<file path="src/rtl/conv_window_ctrl_if.sv">
// conv_window_ctrl_if
// Groups the control, activation-stream handshake, line-buffer strobe and window-tag
// signals of conv_window_ctrl.
//   master : frame sequencer / input DMA side (drives start, cfg_*, in_valid)
//   slave  : conv_window_ctrl (drives status, line-buffer strobes, window tags)
interface conv_window_ctrl_if #(
    parameter int unsigned DIM_W = 16
);
    logic             start;
    logic [DIM_W-1:0] cfg_width;
    logic [DIM_W-1:0] cfg_height;
    logic [DIM_W-1:0] cfg_cgroups;
    logic             cfg_pad;
    logic             busy;
    logic             done;
    logic             cfg_error;
    logic             in_valid;
    logic             in_ready;
    logic             lb_data_valid;
    logic             lb_zero;
    logic [31:0]      lb_curr_width;
    logic             win_valid;
    logic [DIM_W-1:0] win_row;
    logic [DIM_W-1:0] win_col;
    logic [DIM_W-1:0] win_cg;
    logic             pad_top;
    logic             pad_bottom;
    logic             pad_left;
    logic             pad_right;

    modport master (
        output start, cfg_width, cfg_height, cfg_cgroups, cfg_pad, in_valid,
        input  busy, done, cfg_error, in_ready, lb_data_valid, lb_zero, lb_curr_width,
               win_valid, win_row, win_col, win_cg, pad_top, pad_bottom, pad_left, pad_right
    );

    modport slave (
        input  start, cfg_width, cfg_height, cfg_cgroups, cfg_pad, in_valid,
        output busy, done, cfg_error, in_ready, lb_data_valid, lb_zero, lb_curr_width,
               win_valid, win_row, win_col, win_cg, pad_top, pad_bottom, pad_left, pad_right
    );
endinterface

</file>
<file path="src/rtl/conv_window_ctrl.sv">
// conv_window_ctrl
// Sequences the two line buffers forming a 3x3 convolution window. Accepts the 64-bit
// activation stream, injects the right zero column and bottom zero row for same padding,
// and tags each beat that completes a window with its output coordinates and border flags.
// Ports:
//   clk   : clock
//   rst_n : asynchronous active-low reset
//   bus   : conv_window_ctrl_if.slave (start/cfg_*, status, in_valid/in_ready,
//           lb_data_valid/lb_zero/lb_curr_width, win_*/pad_*)
module conv_window_ctrl #(
    parameter int unsigned MAX_WIDTH = 8192,
    parameter int unsigned DIM_W     = 16
) (
    input  logic              clk,
    input  logic              rst_n,
    conv_window_ctrl_if.slave bus
);
    localparam int unsigned LenW = 2 * DIM_W + 1;

    typedef enum logic [2:0] {StIdle, StLoad, StRow, StRpad, StBpad, StDone} state_e;

    state_e           r_state, w_state_d;
    logic [DIM_W-1:0] r_width, r_height, r_cgroups;
    logic             r_pad;
    logic [DIM_W-1:0] r_row, r_col, r_cg;
    logic [DIM_W-1:0] w_row_d, w_col_d, w_cg_d;
    logic             r_busy, r_done, r_cfg_error, r_in_ready;
    logic [31:0]      r_curr_width;
    logic             r_win_valid;
    logic [DIM_W-1:0] r_win_row, r_win_col, r_win_cg;
    logic             r_pad_top, r_pad_bottom, r_pad_left, r_pad_right;

    logic [DIM_W:0]   w_wext;
    logic [LenW-1:0]  w_ext_len;
    logic             w_cfg_bad;
    logic             w_beat;
    logic             w_cg_last, w_col_last_in, w_col_last_ext, w_row_last_in;
    logic [DIM_W:0]   w_row_sum, w_col_sum;
    logic             w_emit;
    logic [DIM_W-1:0] w_win_row, w_win_col;

    // Line length E = (W + pad) * CG, kept wide enough to detect overflow past MAX_WIDTH.
    assign w_wext    = {1'b0, r_width} + {{DIM_W{1'b0}}, r_pad};
    assign w_ext_len = LenW'(w_wext) * LenW'(r_cgroups);
    assign w_cfg_bad = (r_width == '0) || (r_height == '0) || (r_cgroups == '0) ||
                       (w_ext_len > LenW'(MAX_WIDTH)) ||
                       (!r_pad && ((r_width < DIM_W'(3)) || (r_height < DIM_W'(3))));

    assign w_cg_last      = (r_cg == r_cgroups - DIM_W'(1));
    assign w_col_last_in  = (r_col == r_width - DIM_W'(1));
    // Last column of the extended grid: the zero column W when padding, else W-1.
    assign w_col_last_ext = r_pad ? (r_col == r_width) : w_col_last_in;
    assign w_row_last_in  = (r_row == r_height - DIM_W'(1));

    assign w_beat = ((r_state == StRow) && bus.in_valid) ||
                    (r_state == StRpad) || (r_state == StBpad);

    // A beat completes a window once two rows/cols of history (one of them virtual
    // when padding) are in the buffers.
    assign w_row_sum = {1'b0, r_row} + {{DIM_W{1'b0}}, r_pad};
    assign w_col_sum = {1'b0, r_col} + {{DIM_W{1'b0}}, r_pad};
    assign w_emit    = w_beat && (w_row_sum >= (DIM_W + 1)'(2)) &&
                       (w_col_sum >= (DIM_W + 1)'(2));
    assign w_win_row = w_row_sum[DIM_W-1:0] - DIM_W'(2);
    assign w_win_col = w_col_sum[DIM_W-1:0] - DIM_W'(2);

    always_comb begin
        w_state_d = r_state;
        unique case (r_state)
            StIdle: if (bus.start) w_state_d = StLoad;
            StLoad: w_state_d = w_cfg_bad ? StDone : StRow;
            StRow: begin
                if (bus.in_valid && w_cg_last && w_col_last_in) begin
                    if (r_pad)              w_state_d = StRpad;
                    else if (w_row_last_in) w_state_d = StDone;
                end
            end
            StRpad: if (w_cg_last) w_state_d = w_row_last_in ? StBpad : StRow;
            StBpad: if (w_cg_last && w_col_last_ext) w_state_d = StDone;
            StDone: w_state_d = StIdle;
            default: w_state_d = StIdle;
        endcase
    end

    // Extended-grid counters: cg fastest, then col, then row.
    always_comb begin
        w_cg_d  = r_cg;
        w_col_d = r_col;
        w_row_d = r_row;
        if ((r_state == StLoad) || (r_state == StDone)) begin
            w_cg_d  = '0;
            w_col_d = '0;
            w_row_d = '0;
        end else if (w_beat) begin
            if (w_cg_last) begin
                w_cg_d = '0;
                if (w_col_last_ext) begin
                    w_col_d = '0;
                    w_row_d = r_row + DIM_W'(1);
                end else begin
                    w_col_d = r_col + DIM_W'(1);
                end
            end else begin
                w_cg_d = r_cg + DIM_W'(1);
            end
        end
    end

    always_ff @(posedge clk or negedge rst_n) begin
        if (!rst_n) begin
            r_state      <= StIdle;
            r_width      <= '0;
            r_height     <= '0;
            r_cgroups    <= '0;
            r_pad        <= 1'b0;
            r_row        <= '0;
            r_col        <= '0;
            r_cg         <= '0;
            r_busy       <= 1'b0;
            r_done       <= 1'b0;
            r_cfg_error  <= 1'b0;
            r_in_ready   <= 1'b0;
            r_curr_width <= '0;
            r_win_valid  <= 1'b0;
            r_win_row    <= '0;
            r_win_col    <= '0;
            r_win_cg     <= '0;
            r_pad_top    <= 1'b0;
            r_pad_bottom <= 1'b0;
            r_pad_left   <= 1'b0;
            r_pad_right  <= 1'b0;
        end else begin
            r_state    <= w_state_d;
            r_row      <= w_row_d;
            r_col      <= w_col_d;
            r_cg       <= w_cg_d;
            r_busy     <= (w_state_d != StIdle);
            r_done     <= (w_state_d == StDone);
            r_in_ready <= (w_state_d == StRow);
            if ((r_state == StIdle) && bus.start) begin
                r_width     <= bus.cfg_width;
                r_height    <= bus.cfg_height;
                r_cgroups   <= bus.cfg_cgroups;
                r_pad       <= bus.cfg_pad;
                r_cfg_error <= 1'b0;
            end
            if (r_state == StLoad) begin
                r_curr_width <= w_ext_len[31:0];
                if (w_cfg_bad) r_cfg_error <= 1'b1;
            end
            r_win_valid <= w_emit;
            if (w_emit) begin
                r_win_row    <= w_win_row;
                r_win_col    <= w_win_col;
                r_win_cg     <= r_cg;
                r_pad_top    <= r_pad && (w_win_row == '0);
                r_pad_bottom <= r_pad && (w_win_row == r_height - DIM_W'(1));
                r_pad_left   <= r_pad && (w_win_col == '0);
                r_pad_right  <= r_pad && (w_win_col == r_width - DIM_W'(1));
            end
        end
    end

    assign bus.busy          = r_busy;
    assign bus.done          = r_done;
    assign bus.cfg_error     = r_cfg_error;
    assign bus.in_ready      = r_in_ready;
    assign bus.lb_data_valid = w_beat;
    assign bus.lb_zero       = (r_state == StRpad) || (r_state == StBpad);
    assign bus.lb_curr_width = r_curr_width;
    assign bus.win_valid     = r_win_valid;
    assign bus.win_row       = r_win_row;
    assign bus.win_col       = r_win_col;
    assign bus.win_cg        = r_win_cg;
    assign bus.pad_top       = r_pad_top;
    assign bus.pad_bottom    = r_pad_bottom;
    assign bus.pad_left      = r_pad_left;
    assign bus.pad_right     = r_pad_right;
endmodule
</file>
<file path="src/flat_wrapper.sv">
// flat-port wrapper written by rule: the top's interface ports become plain ports
module conv_window_ctrl_flat 
#(
    parameter int unsigned MAX_WIDTH = 8192,
    parameter int unsigned DIM_W     = 16
)
  (clk, rst_n, bus_start, bus_cfg_width, bus_cfg_height, bus_cfg_cgroups, bus_cfg_pad, bus_in_valid, bus_busy, bus_done, bus_cfg_error, bus_in_ready, bus_lb_data_valid, bus_lb_zero, bus_lb_curr_width, bus_win_valid, bus_win_row, bus_win_col, bus_win_cg, bus_pad_top, bus_pad_bottom, bus_pad_left, bus_pad_right);
  conv_window_ctrl_if #(.DIM_W(DIM_W)) bus_i ();
  input  logic clk;
  input  logic rst_n;
  input wire logic [$bits(bus_i.start)-1:0] bus_start;
  input wire logic [$bits(bus_i.cfg_width)-1:0] bus_cfg_width;
  input wire logic [$bits(bus_i.cfg_height)-1:0] bus_cfg_height;
  input wire logic [$bits(bus_i.cfg_cgroups)-1:0] bus_cfg_cgroups;
  input wire logic [$bits(bus_i.cfg_pad)-1:0] bus_cfg_pad;
  input wire logic [$bits(bus_i.in_valid)-1:0] bus_in_valid;
  output wire logic [$bits(bus_i.busy)-1:0] bus_busy;
  output wire logic [$bits(bus_i.done)-1:0] bus_done;
  output wire logic [$bits(bus_i.cfg_error)-1:0] bus_cfg_error;
  output wire logic [$bits(bus_i.in_ready)-1:0] bus_in_ready;
  output wire logic [$bits(bus_i.lb_data_valid)-1:0] bus_lb_data_valid;
  output wire logic [$bits(bus_i.lb_zero)-1:0] bus_lb_zero;
  output wire logic [$bits(bus_i.lb_curr_width)-1:0] bus_lb_curr_width;
  output wire logic [$bits(bus_i.win_valid)-1:0] bus_win_valid;
  output wire logic [$bits(bus_i.win_row)-1:0] bus_win_row;
  output wire logic [$bits(bus_i.win_col)-1:0] bus_win_col;
  output wire logic [$bits(bus_i.win_cg)-1:0] bus_win_cg;
  output wire logic [$bits(bus_i.pad_top)-1:0] bus_pad_top;
  output wire logic [$bits(bus_i.pad_bottom)-1:0] bus_pad_bottom;
  output wire logic [$bits(bus_i.pad_left)-1:0] bus_pad_left;
  output wire logic [$bits(bus_i.pad_right)-1:0] bus_pad_right;
  assign bus_i.start = bus_start;
  assign bus_i.cfg_width = bus_cfg_width;
  assign bus_i.cfg_height = bus_cfg_height;
  assign bus_i.cfg_cgroups = bus_cfg_cgroups;
  assign bus_i.cfg_pad = bus_cfg_pad;
  assign bus_i.in_valid = bus_in_valid;
  assign bus_busy = bus_i.busy;
  assign bus_done = bus_i.done;
  assign bus_cfg_error = bus_i.cfg_error;
  assign bus_in_ready = bus_i.in_ready;
  assign bus_lb_data_valid = bus_i.lb_data_valid;
  assign bus_lb_zero = bus_i.lb_zero;
  assign bus_lb_curr_width = bus_i.lb_curr_width;
  assign bus_win_valid = bus_i.win_valid;
  assign bus_win_row = bus_i.win_row;
  assign bus_win_col = bus_i.win_col;
  assign bus_win_cg = bus_i.win_cg;
  assign bus_pad_top = bus_i.pad_top;
  assign bus_pad_bottom = bus_i.pad_bottom;
  assign bus_pad_left = bus_i.pad_left;
  assign bus_pad_right = bus_i.pad_right;
  conv_window_ctrl #(.MAX_WIDTH(MAX_WIDTH), .DIM_W(DIM_W)) u_core (.clk(clk), .rst_n(rst_n), .bus(bus_i));
endmodule
</file>
<file path="config.mk">
export PLATFORM = sky130hd
export DESIGN_NAME = conv_window_ctrl_flat
export DESIGN_NICKNAME = d
export VERILOG_FILES = /design/src/rtl/conv_window_ctrl_if.sv /design/src/rtl/conv_window_ctrl.sv /design/src/flat_wrapper.sv
export SDC_FILE = /design/constraint.sdc
export NUM_CORES = 1
export LEC_CHECK = 0
export BUFFER_PORTS_ARGS = -buffer_cell sky130_fd_sc_hd__buf_2
export CAP_MARGIN = 25
export CORE_MARGIN = 2
export CORE_UTILIZATION = 40
export DETAILED_ROUTE_END_ITERATION = 6
export PLACE_DENSITY = 0.56
export SYNTH_ARGS = -nofsm -noshare
export SYNTH_HDL_FRONTEND = slang
export SYNTH_SLANG_ARGS = --single-unit
</file>
<file path="constraint.sdc">
create_clock -name clk -period 7.65 [get_ports clk]
set_input_delay 1.1475 -clock clk [delete_from_list [all_inputs] [get_ports clk]]
set_output_delay 1.1475 -clock clk [all_outputs]
set_load 0.01 [all_outputs]
</file>
* Word-level counts from Yosys, hierarchy flattened
Cells that the tools add are included.
** Storage, ports and cells
- Word-level logic and storage cells :: 109
- Bits in writable memories :: 0
- Memories kept :: 0
- Output and inout bits :: 91
- Input bits :: 53
- Latch bits :: 0
- ROM bits :: 0
- Register bits :: 189
** Operators by class
- Muxes and demuxes :: 24
- Bitwise operators :: 0
- Multipliers :: 1
- Add/sub/neg operators :: 11
- Divide/modulo/power cells :: 0
- Reductions and logical operators :: 34
- Equality and inequality tests :: 13
- Magnitude comparators :: 5
- Shift-type cells :: 0
** Operators with widths (number)
- $mux W16 :: 11
- $eq A16 B16 Y1 :: 6
- $logic_not A16 Y1 :: 5
- $add A16 B1 Y17 :: 3
- $add A16 B1 Y16 const B :: 3
- $sub A16 B1 Y16 const B :: 3
- $ge A17 B2 Y1 const B :: 2
- $gt A33 B14 Y1 const B :: 1
- $mul A17 B16 Y33 :: 1
- $lt A16 B2 Y1 const B :: 2
- $sub A16 B2 Y16 const B :: 2
- $mux W3 :: 8
- $pmux W3 S5 :: 1
- $logic_and A1 B1 Y1 :: 12
- $eq A3 B2 Y1 const B :: 3
- $eq A3 B3 Y1 const B :: 3
- $logic_or A1 B1 Y1 :: 9
- $reduce_bool A2 Y1 :: 3
- $mux W1 :: 4
- $eq A3 B1 Y1 const B :: 1
- $logic_not A3 Y1 :: 1
- $reduce_and A3 Y1 :: 1
- $reduce_bool A3 Y1 :: 1
- $reduce_and A2 Y1 :: 1
- $logic_not A1 Y1 :: 1

* Longest topological paths before layout
Gate-level depths: netlist of the first run.
- Depth after elaboration :: 8
- Mapped depth :: 31
- Gate-level depth less buffers :: 29

* Worst setup path after synthesis of the first run
OpenSTA, ideal clock, no wires.
- Kind :: reg2reg
- Start :: register u_core.r_width[0]
- End :: register u_core.r_state[0]
- Slack :: -102 ps
- Setup time :: 146 ps
- Data arrival time :: 7606 ps
- Stages on the path, launching flop included :: 31
- Path through :: dfrtp_1 ha_1 ha_1 nand3_1 nor2_1 nand3_1 nor2_1 nand3_1 xnor2_1 clkbuf_1 nand2_1 fa_1 fa_1 inv_1 fa_1 inv_1 fa_1 fa_1 fa_1 inv_1 ha_1 clkbuf_1 a21oi_1 o21ai_0 a21oi_1 o311a_1 o211ai_1 o2111a_1 nand3_1 nor4b_1 o21ai_0
** Between the ends
- Cells in the longest elaborated chain, start to end :: 7
- Elaborated cells on any way between the ends :: 21
- Those cells by class :: add/sub: 2; mul: 1; order compare: 2; eq/ne: 2; mux: 5; reduce/logical: 9
** RTL lines
- start: declaration :: RTL line conv_window_ctrl.sv:23 : logic [DIM_W-1:0] r_width, r_height, r_cgroups;
- start signal: assignment :: RTL line conv_window_ctrl.sv:141 : r_width <= bus.cfg_width;
- $add A16 B1 Y17 or $logic_not A16 Y1 (tied branches) :: RTL line conv_window_ctrl.sv:43, conv_window_ctrl.sv:45
- $mul A17 B16 Y33 or $logic_or A1 B1 Y1 (tied branches) :: RTL line conv_window_ctrl.sv:44, conv_window_ctrl.sv:45
- $gt A33 B14 Y1 or $logic_or A1 B1 Y1 (tied branches) :: RTL line conv_window_ctrl.sv:46, conv_window_ctrl.sv:45
- $logic_or A1 B1 Y1 :: RTL line conv_window_ctrl.sv:45 : assign w_cfg_bad = (r_width == '0) || (r_height == '0) || (r_cgroups == '0) ||
- $logic_or A1 B1 Y1 :: RTL line conv_window_ctrl.sv:46 : (w_ext_len > LenW'(MAX_WIDTH)) ||
- $mux W3 :: RTL line conv_window_ctrl.sv:71 : StLoad: w_state_d = w_cfg_bad ? StDone : StRow;
- $pmux W3 S5 * :: RTL line conv_window_ctrl.sv:69 : unique case (r_state)
- net u_core.w_state_d[0] :: RTL line conv_window_ctrl.sv:22 : state_e r_state, w_state_d;
- end signal: assignment :: RTL line conv_window_ctrl.sv:111 : r_state <= StIdle;
- end signal: assignment :: RTL line conv_window_ctrl.sv:133 : r_state <= w_state_d;
- end: declaration :: RTL line conv_window_ctrl.sv:22
The timed path passes the listed nets; every way through them passes the cells marked *.
A chain may end at the register's enable or synchronous reset.

* Worst setup path after layout of the first run
- Start :: register u_core.r_pad
- End :: register u_core.r_done, in the netlist u_core.bus.done
** Between the ends
- Cells in the longest elaborated chain, start to end :: 8
- Elaborated cells on any way between the ends :: 15
- Those cells by class :: add/sub: 1; mul: 1; order compare: 1; eq/ne: 1; mux: 6; reduce/logical: 5
** RTL lines
- start: declaration :: RTL line conv_window_ctrl.sv:24 : logic r_pad;
- start signal: assignment :: RTL line conv_window_ctrl.sv:144 : r_pad <= bus.cfg_pad;
- $add A16 B1 Y17 :: RTL line conv_window_ctrl.sv:43 : assign w_wext = {1'b0, r_width} + {{DIM_W{1'b0}}, r_pad};
- $mul A17 B16 Y33 :: RTL line conv_window_ctrl.sv:44 : assign w_ext_len = LenW'(w_wext) * LenW'(r_cgroups);
- $gt A33 B14 Y1 :: RTL line conv_window_ctrl.sv:46
- $logic_or A1 B1 Y1 :: RTL line conv_window_ctrl.sv:45
- $logic_or A1 B1 Y1 :: RTL line conv_window_ctrl.sv:46
- $mux W3 :: RTL line conv_window_ctrl.sv:71
- $pmux W3 S5 * :: RTL line conv_window_ctrl.sv:69
- $eq A3 B3 Y1 * :: RTL line conv_window_ctrl.sv:138 : r_done <= (w_state_d == StDone);
- end signal: assignment :: RTL line conv_window_ctrl.sv:138
- end: declaration :: RTL line conv_window_ctrl.sv:27 : logic r_busy, r_done, r_cfg_error, r_in_ready;
Every way passes the cells marked *; elsewhere a longest branch is shown, timed or not.

==> metrics, run 1 <==
share of cells above drive strength 1 20.3%; Top Usage Layer GRT met1; fin cells 3,350; Detail Route Antenna Nets 0; Critical Path AT 7830 ps; Clk Latency, worst-skew pair 500 ps; cell with the most instances after synthesis nand2_1; DR DRC count 0; Die Span X 237 um; maxcap violations 0; post-synth top area share 21.7%; first-pass GRT wire length 106 mm; Ant. Diodes 0; hpwl dp 52.6 mm; CP bufs+invs 7; Inst Count DP 3,283; maximum fanout along the worst path 5; wirelength, routed 67.4 mm; largest net degree at the start of global routing 120; Min-Delay Path Class flop to flop; Finished Core Util 47.1%; CTS buffer count 17; crit-path most repeated cell fa_1; number of port buffers 143; final setup violating endpoints 0; Largest delay share family, worst path adder cells; Area contributors post-synth dfrtp_1 22%, fa_1 19%, ha_1 7.2%, nand2_1 5.4%, xnor2_1 4.6%; GRT met1 Usage 36.0%; Vias/cell 5.59; final hold vios 0; crit end category flop; Yosys warning count 0; wire per inst 20.1 um; final worst setup slack 174 ps; worst setup path startpoint u_core.r_pad; worst slack at placement -101 ps; hold path start u_core.bus.lb_curr_width[19]; number of enable flip-flop cells after synthesis 0; max-slew violations 0; min cycle time layout 7480 ps; crit-path max cell delay 570 ps; CP required 8010 ps; row cnt 85; Top Ports 144; ys async rst share 100%; Die Ht 237 um; R2R Path Start u_core.r_pad; initial antenna violation count 1; GRT Total Usage 24.0%; CTS Buffer Depth 2; mean post-synth cell area 8.79 um^2; Layout area overhead 16.4%; Post-CTS Hold Fix Bufs 0; Initial Util 40.5%; NumNets Final 3,027; clock-pin slew on the worst setup and hold paths 80 ps; met2 Use GR 35.4%; H-tree depth 4; die area 56,400 um^2; routability cong. 0.894; core area 53,800 um^2; detailed-route via count 18,700; met3 usage 4.31%; crit start category flop; Post-Syn Area 21,800 um^2; Cell variety after synth 87; Synth Net Count 2,867; f_max 0.134 GHz; sequential-to-total area share from yosys stat 21.7%; post-synthesis register bit count 189; global route total overflow 0; vias in the first global route 18,400; CTS tree built; Layout Skew 14.2 ps; CP Class flop to flop; Root Buffer clkbuf_16; fin crit share 97.7%; initial DRC count 1,449; Post-synth top cells 314 x nand2_1, 259 x inv_1, 208 x fa_1; total negative slack 0 ps; Slowest-stage cell, CP fa_1; Least-Margin Pin Slew 933 ps; status complete, no violations; Yosys top cell by area dfrtp_1; Pre-antenna DRT Iters 5; Rel. slew slack 37.8%; Most used DFF post-synth dfrtp_1; Sink Count 189; Mapped Cells 2,481
-- layout by cell type (no fill, tap or decap), types with 11 or more instances in the layout --
cell type and n:
nand2b_1 11, o21ai_0 107, nor4_1 26, a21o_1 13, mux2_2 73, a21oi_1 58
and3_1 28, nand2_1 309, inv_1 256, a211oi_1 11, xnor2_1 111, xor2_1 80
dfrtp_1 189, buf_4 138, ha_1 111, nand3b_1 15, clkbuf_16 17, nand3_1 56
buf_6 15, nor3_1 42, o211ai_1 14, fa_1 203, mux2i_1 12, nand4_1 52
nor2_1 97, or3_1 24, buf_2 142, and2_1 125, o21a_1 12
-- per-layer routing --
metal / vias to the layer above / routed length [um]
met1: 9459 / 32000
met4: 0 / 1350
met5: - / 0
met3: 58 / 4300
li1: 8638 / -
met2: 565 / 29700
-- final timing paths --
check	slack (ps)	to	depth (start not counted)
setup / recovery	170	u_core.bus.done	31
hold / removal	490	u_core.bus.lb_curr_width[19]	2
setup reg to reg	170	u_core.bus.done	31
hold reg to reg	490	u_core.bus.lb_curr_width[19]	2
max in group asynchronous	5740	u_core.r_state[0]	4
min in group asynchronous	540	u_core.r_col[4]	1
-- state kept, by name, indices dropped and copies added, names as in the netlist, 3 cells and up --
name / count
u_core.bus.win_row: 16
u_core.r_row: 16
u_core.r_col: 16
u_core.bus.lb_curr_width: 32
u_core.r_cg: 16
u_core.bus.win_cg: 16
u_core.r_height: 16
u_core.r_width: 16
u_core.bus.win_col: 16
u_core.r_state: 3
u_core.r_cgroups: 16
-- what timing repair did --
item | in CTS | in global routing
setup endpoints to repair | 5 | 8
cloned | 0 | 3
resized for setup | 11 | 162
setup buffers | 1 | 29
pin swaps | 0 | 82
-- stage by stage --
stage / cell area [um^2] / hold slack [ps]
after detailed placement: 23700 / 471
after CTS: 24400 / 487
final: 25400 / 487
after global routing: 25400 / 514
after global placement: 23700 / 462
after floorplan: 21800 / 508
-- layout make-up --
type	count	area, um^2
clock inverters	15	178
well taps	696	871
flip-flops and latches	189	4730
multi-input cells	1873	16200
repair buffers	301	2040
fillers	5154	28400
clock buffers	17	425
inverters	259	972
-- worst register-to-register path: cells and delay by family, from the launching register on --
kind / cells / cell delay (ps)
AO/OA/AOI/OAI: 2 / 320
XOR/XNOR: 1 / 200
flip-flops: 1 / 400
adder cells (fa/ha/maj): 9 / 3660
buffers and inverters: 7 / 680
AND/OR/NAND/NOR: 12 / 2060
-- cell families after synthesis --
group                    synth area share, %
adder cells (fa/ha/maj)                 26.3
AO/OA/AOI/OAI                           10.7
flip-flops                              21.7
buffers and inverters                   7.42
multiplexers                            4.32
XOR/XNOR                                8.30
AND/OR/NAND/NOR                         21.3
Power of run 1 is left out: the tool's default activity adds up to more than one toggle a clock period on the data nets, which glitch-free logic cannot reach.
==> run 2: changes to the inputs <==
clock period = 6.8 ns   (was 7.65 ns; I/O delays follow)
==> metrics, run 2 (synthesis results as in run 1) <==
crit start category flop; global route total overflow 0 (unchanged); R2R Setup Slk -590 ps (-770 ps); Die Span X 237 um (unchanged); met2 Use GR 43.2% (+7.8 points); H-tree depth 4 (unchanged); hpwl dp 55.4 mm (+5.3%); share of cells above drive strength 1 25.6% (+5.2 points); Layout area overhead 22.9%; Die Ht 237 um (unchanged); total negative slack -4250 ps (-4250 ps); status finished with violations; wirelength, routed 69.1 mm (+2.6%); routability cong. 0.939 (+5.0%); crit-path max cell delay 530 ps (-40 ps); Clk Latency, worst-skew pair 480 ps (-20 ps); GRT met1 Usage 33.0% (-3.0 points); fill cell count 5,120 (-0.66%); max reg flops 32 (unchanged); most frequent cells in the layout 305 x nand2_1, 250 x inv_1, 245 x buf_4; crit end category flop; RSZ-0062 raised after global routing yes; final hold vios 0 (unchanged); final setup violating endpoints 12 (+12); Post-CTS Hold Fix Bufs 0 (unchanged); clock-pin slew on the worst setup and hold paths 80 ps (about the same); CP Class flop to flop; initial antenna violation count 0 (-1); Critical Path AT 7750 ps (-80 ps); met3 usage 2.62% (-1.7 points); f_max 0.135 GHz (+1.1%); core area 53,800 um^2 (unchanged); Slowest-stage cell, CP fa_1; Vias/cell 5.51 (-1.5%); Pre-antenna DRT Iters 7 (+2); row cnt 85 (unchanged); DR DRC count 0 (unchanged); Sink Count 189 (unchanged); Min-Delay Path Class flop to flop; Top Ports 144 (unchanged); max-slew violations 0 (unchanged); first-pass GRT wire length 110 mm (+4.3%); detailed-route via count 19,100 (+2.1%); CTS tree built; maximum fanout along the worst path 6 (+1); initial DRC count 1,162 (-20%); Layout Skew 17.2 ps (+2.97 ps); fin crit share 109% (+11 points); vias in the first global route 19,600 (+6.3%); number of port buffers 143 (unchanged); worst slack at placement -1030 ps (-934 ps); footprint of the multi-input gates 16,500 um^2 (+2.0%); Ant. Diodes 0 (unchanged); Top Usage Layer GRT met2; GRT Total Usage 24.9% (+0.93 points); Register Area 4730 um^2 (about the same); Least-Margin Pin Slew 1060 ps (+130 ps); Rel. slew slack 28.6% (-9.2 points); final worst setup slack -595 ps (-769 ps); NumNets Final 3,151 (+4.1%); CTS buffer count 17 (unchanged); die area 56,400 um^2 (unchanged); wire per inst 19.9 um (-1.1%); violated checks setup timing; maxcap violations 0 (unchanged); Initial Util 40.5% (unchanged); crit-path most repeated cell fa_1; largest net degree at the start of global routing 117 (-2.5%); CP required 7150 ps (-860 ps); commonest non-fill, non-tap cell in the layout nand2_1; min cycle time layout 7390 ps (-80.9 ps); Root Buffer clkbuf_16; Detail Route Antenna Nets 0 (unchanged); CTS Buffer Depth 2 (unchanged)
[run 2: cell count changes in the layout (fill, tap and decap cells not counted), moves of 5 or more]
| cell | change |
|---|---|
| buf_4 | +107 |
| o21ai_0 | -16 |
| buf_12 | +13 |
| o21ai_1 | +13 |
| xnor2_1 | -7 |
| and2_1 | -6 |
| and2_4 | +6 |
| inv_1 | -6 |
| inv_2 | +6 |
| inv_8 | +5 |
[run 2: final cells by class]
class	count	area share [%]
Sequential cell	189	17.7
Multi-Input combinational cell	1873	61.5
Inverter	259	3.63
Timing Repair Buffer	425	11.8
Clock inverter	13	0.509
Tap cell	696	3.25
Clock buffer	18	1.60
[run 2: metal layers]
layer,vias up,routed length [um]
met1,9640,29800
met2,514,34800
met3,87,2800
li1,8879,-
met4,0,1650
met5,-,0
[run 2: path summary, 6_finish.rpt]
path	cells after the start	to	start
min in group asynchronous	1	u_core.r_width[3]	rst_n
worst max-delay path	31	u_core.bus.done	u_core.r_pad
worst max register to register	31	u_core.bus.done	u_core.r_pad
worst min-delay path	2	u_core.bus.lb_curr_width[17]	u_core.bus.lb_curr_width[17]
max in group asynchronous	4	u_core.bus.win_col[15]	rst_n
worst min register to register	2	u_core.bus.lb_curr_width[17]	u_core.bus.lb_curr_width[17]
[run 2: repair_timing]
action                                  in CTS  in global routing
gates cloned                                 1                  0
resized for setup                          104                 88
buffers inserted                            22                 17
pin swaps                                   90                 59
endpoints found under the setup margin      26                 25
[run 2: per-stage QoR]
stage	util [%]	hold slack (ps)	instance area, um^2	instances
after floorplan	-	508	22200	2481
after global routing	49.8	502	26800	3473
after CTS	48.8	481	26300	3453
final	49.8	475	26800	3473
after detailed placement	46.5	465	25000	3400
after global placement	46.4	457	25000	3399
[run 2: worst max-delay path: cells and delay by family (launching register included)]
kind	cells	cell delay, ps
adders and majority gates	8	3440
and+or+nand+nor	10	1730
buffers and inverters	9	1000
AOI/OAI and AO/OA	3	490
DFF	1	420
xor gates and xnor gates	1	180
Power of run 2 is left out for the same reason.
==> run 3: changes to the inputs <==
CTS_CLUSTER_SIZE = 28   (was default)
RECOVER_POWER = 100   (was default)
==> metrics, run 3 (synthesis results as in run 1) <==
status finished with violations; violated checks DRC, capacitance limit, slew limit, setup timing; clock-pin slew on the worst setup and hold paths 80 ps (about the same); Layout area overhead 21.8%; Top Ports 144 (unchanged); most frequent cells in the layout 305 x nand2_1, 250 x inv_1, 239 x buf_4; first-pass GRT wire length 110 mm (unchanged); Die Ht 237 um (unchanged); maximum fanout along the worst path 5 (-1); Inst Count DP 3,400 (unchanged); Rel. slew slack -108% (-140 points); min cycle time layout 7400 ps (+6.16 ps); row cnt 85 (unchanged); wire per inst 19.9 um (about the same); Layout Skew 11.6 ps (-5.57 ps); Least-Margin Pin Slew 3110 ps (+2050 ps); largest net degree at the start of global routing 117 (unchanged); Critical Path AT 7760 ps (about the same); Die Span X 237 um (unchanged); Min-Delay Path Class flop to flop; detailed-route via count 19,100 (-0.052%); vias in the first global route 19,600 (unchanged); met2 Use GR 43.2% (unchanged); Vias/cell 5.50 (about the same); CTS tree built; NumNets Final 3,151 (unchanged); H-tree depth 4 (unchanged); CP Class flop to flop; R2R Setup Slk -600 ps (about the same); fin crit share 109% (about the same); total negative slack -4860 ps (-609 ps); final setup violating endpoints 16 (+4); Finished Core Util 49.3% (-0.45 points); CP required 7160 ps (about the same); hold endpoint u_core.bus.lb_curr_width[19]; initial antenna violation count 0 (unchanged); R2R Path Start u_core.r_pad; Pre-antenna DRT Iters 7 (unchanged); GRT Total Usage 24.9% (unchanged); crit end category flop; die area 56,400 um^2 (unchanged); global route total overflow 0 (unchanged); placed inst area 25,000 um^2 (unchanged); CTS buffer count 17 (unchanged); crit-path most repeated cell fa_2; hold path start u_core.bus.lb_curr_width[19]; post-route cell area 26,600 um^2 (-0.90%); cells on worst reg2reg path 31 (unchanged); Ant. Diodes 0 (unchanged); DR DRC count 2 (+2); commonest non-fill, non-tap cell in the layout nand2_1; Sink Count 189 (unchanged); initial DRC count 1,101 (-5.2%); Clk Latency, worst-skew pair 480 ps (about the same); Top Usage Layer GRT met2; Slowest-stage cell, CP fa_2; f_max 0.135 GHz (about the same); RSZ-0062 raised after global routing yes; Initial Util 40.5% (unchanged); hpwl dp 55.4 mm (unchanged); max reg flops 32 (unchanged); Hold Crit Depth 2 (unchanged); routability cong. 0.939 (unchanged); wirelength, routed 69.0 mm (about the same); max-slew violations 259 (+259); worst flop-to-flop path endpoint u_core.bus.done; crit-path max cell delay 580 ps (+50 ps); Post-CTS Hold Fix Bufs 0 (unchanged); number of port buffers 143 (unchanged); CTS Buffer Depth 2 (unchanged); Root Buffer clkbuf_16; met3 usage 2.62% (unchanged); GRT met1 Usage 33.0% (unchanged); maxcap violations 5 (+5); Detail Route Antenna Nets 0 (unchanged); fin cells 3,473 (unchanged); final worst setup slack -601 ps (-6.16 ps); core area 53,800 um^2 (unchanged); share of cells above drive strength 1 21.8% (-3.8 points); crit start category flop; final hold vios 0 (unchanged)
run 3: cell count changes in the layout (fill, tap and decap cells not counted), sizes merged:
cell	delta
clkbuf	+99
buf	-100
dlymetal6s4s	+1
run 3: metal layers:
layer  up-vias  share of wire, %
met3        85               4.1
met2       517                50
met5         -                 0
li1       8875                 -
met4         0               2.5
met1      9633                43
run 3: layout make-up:
| type | count | area [um^2] |
|---|---|---|
| Clock buffer | 18 | 429 |
| Clock inverter | 13 | 136 |
| Fill cell | 5172 | 27300 |
| Inverter | 259 | 972 |
| Multi-Input combinational cell | 1873 | 16400 |
| Sequential cell | 189 | 4730 |
| Tap cell | 696 | 871 |
| Timing Repair Buffer | 425 | 2980 |
run 3: worst max-delay path by stage:
stage | slack [ps] | cells past startpoint | to | startpoint
4_1_cts | -550 | 32 | u_core.bus.done | u_core.r_pad
3_5_place_dp | -1030 | 26 | u_core.bus.done | u_core.r_pad
2_1_floorplan | -230 | 27 | u_core.bus.done | u_core.r_width[2]
6_report | -600 | 31 | u_core.bus.done | u_core.r_pad
5_1_grt | -840 | 31 | u_core.bus.done | u_core.r_width[0]
3_3_place_gp | -1110 | 26 | u_core.bus.done | u_core.r_pad
run 3: critical path, delay by kind of cell (launching register included):
kind	cells	cell delay (ps)
XOR/XNOR	2	320
flip-flops	1	420
adder cells (fa/ha/maj)	8	3570
AO/OA/AOI/OAI	1	80
buffers and inverters	7	780
AND/OR/NAND/NOR	13	2080
run 3: what timing repair did:
action | CTS | global route
pin swaps | 90 | 59
cloned | 1 | 0
gates resized for setup | 104 | 88
setup endpoints to repair | 26 | 25
setup buffers | 22 | 17
run 3: per-stage QoR:
step / worst slack (ps) / hold WS, ps
6_report: -601 / 479
5_1_grt: -838 / 507
4_1_cts: -549 / 481
3_5_place_dp: -1030 / 465
3_3_place_gp: -1110 / 457
2_1_floorplan: -231 / 508
Power of run 3 is left out for the same reason.
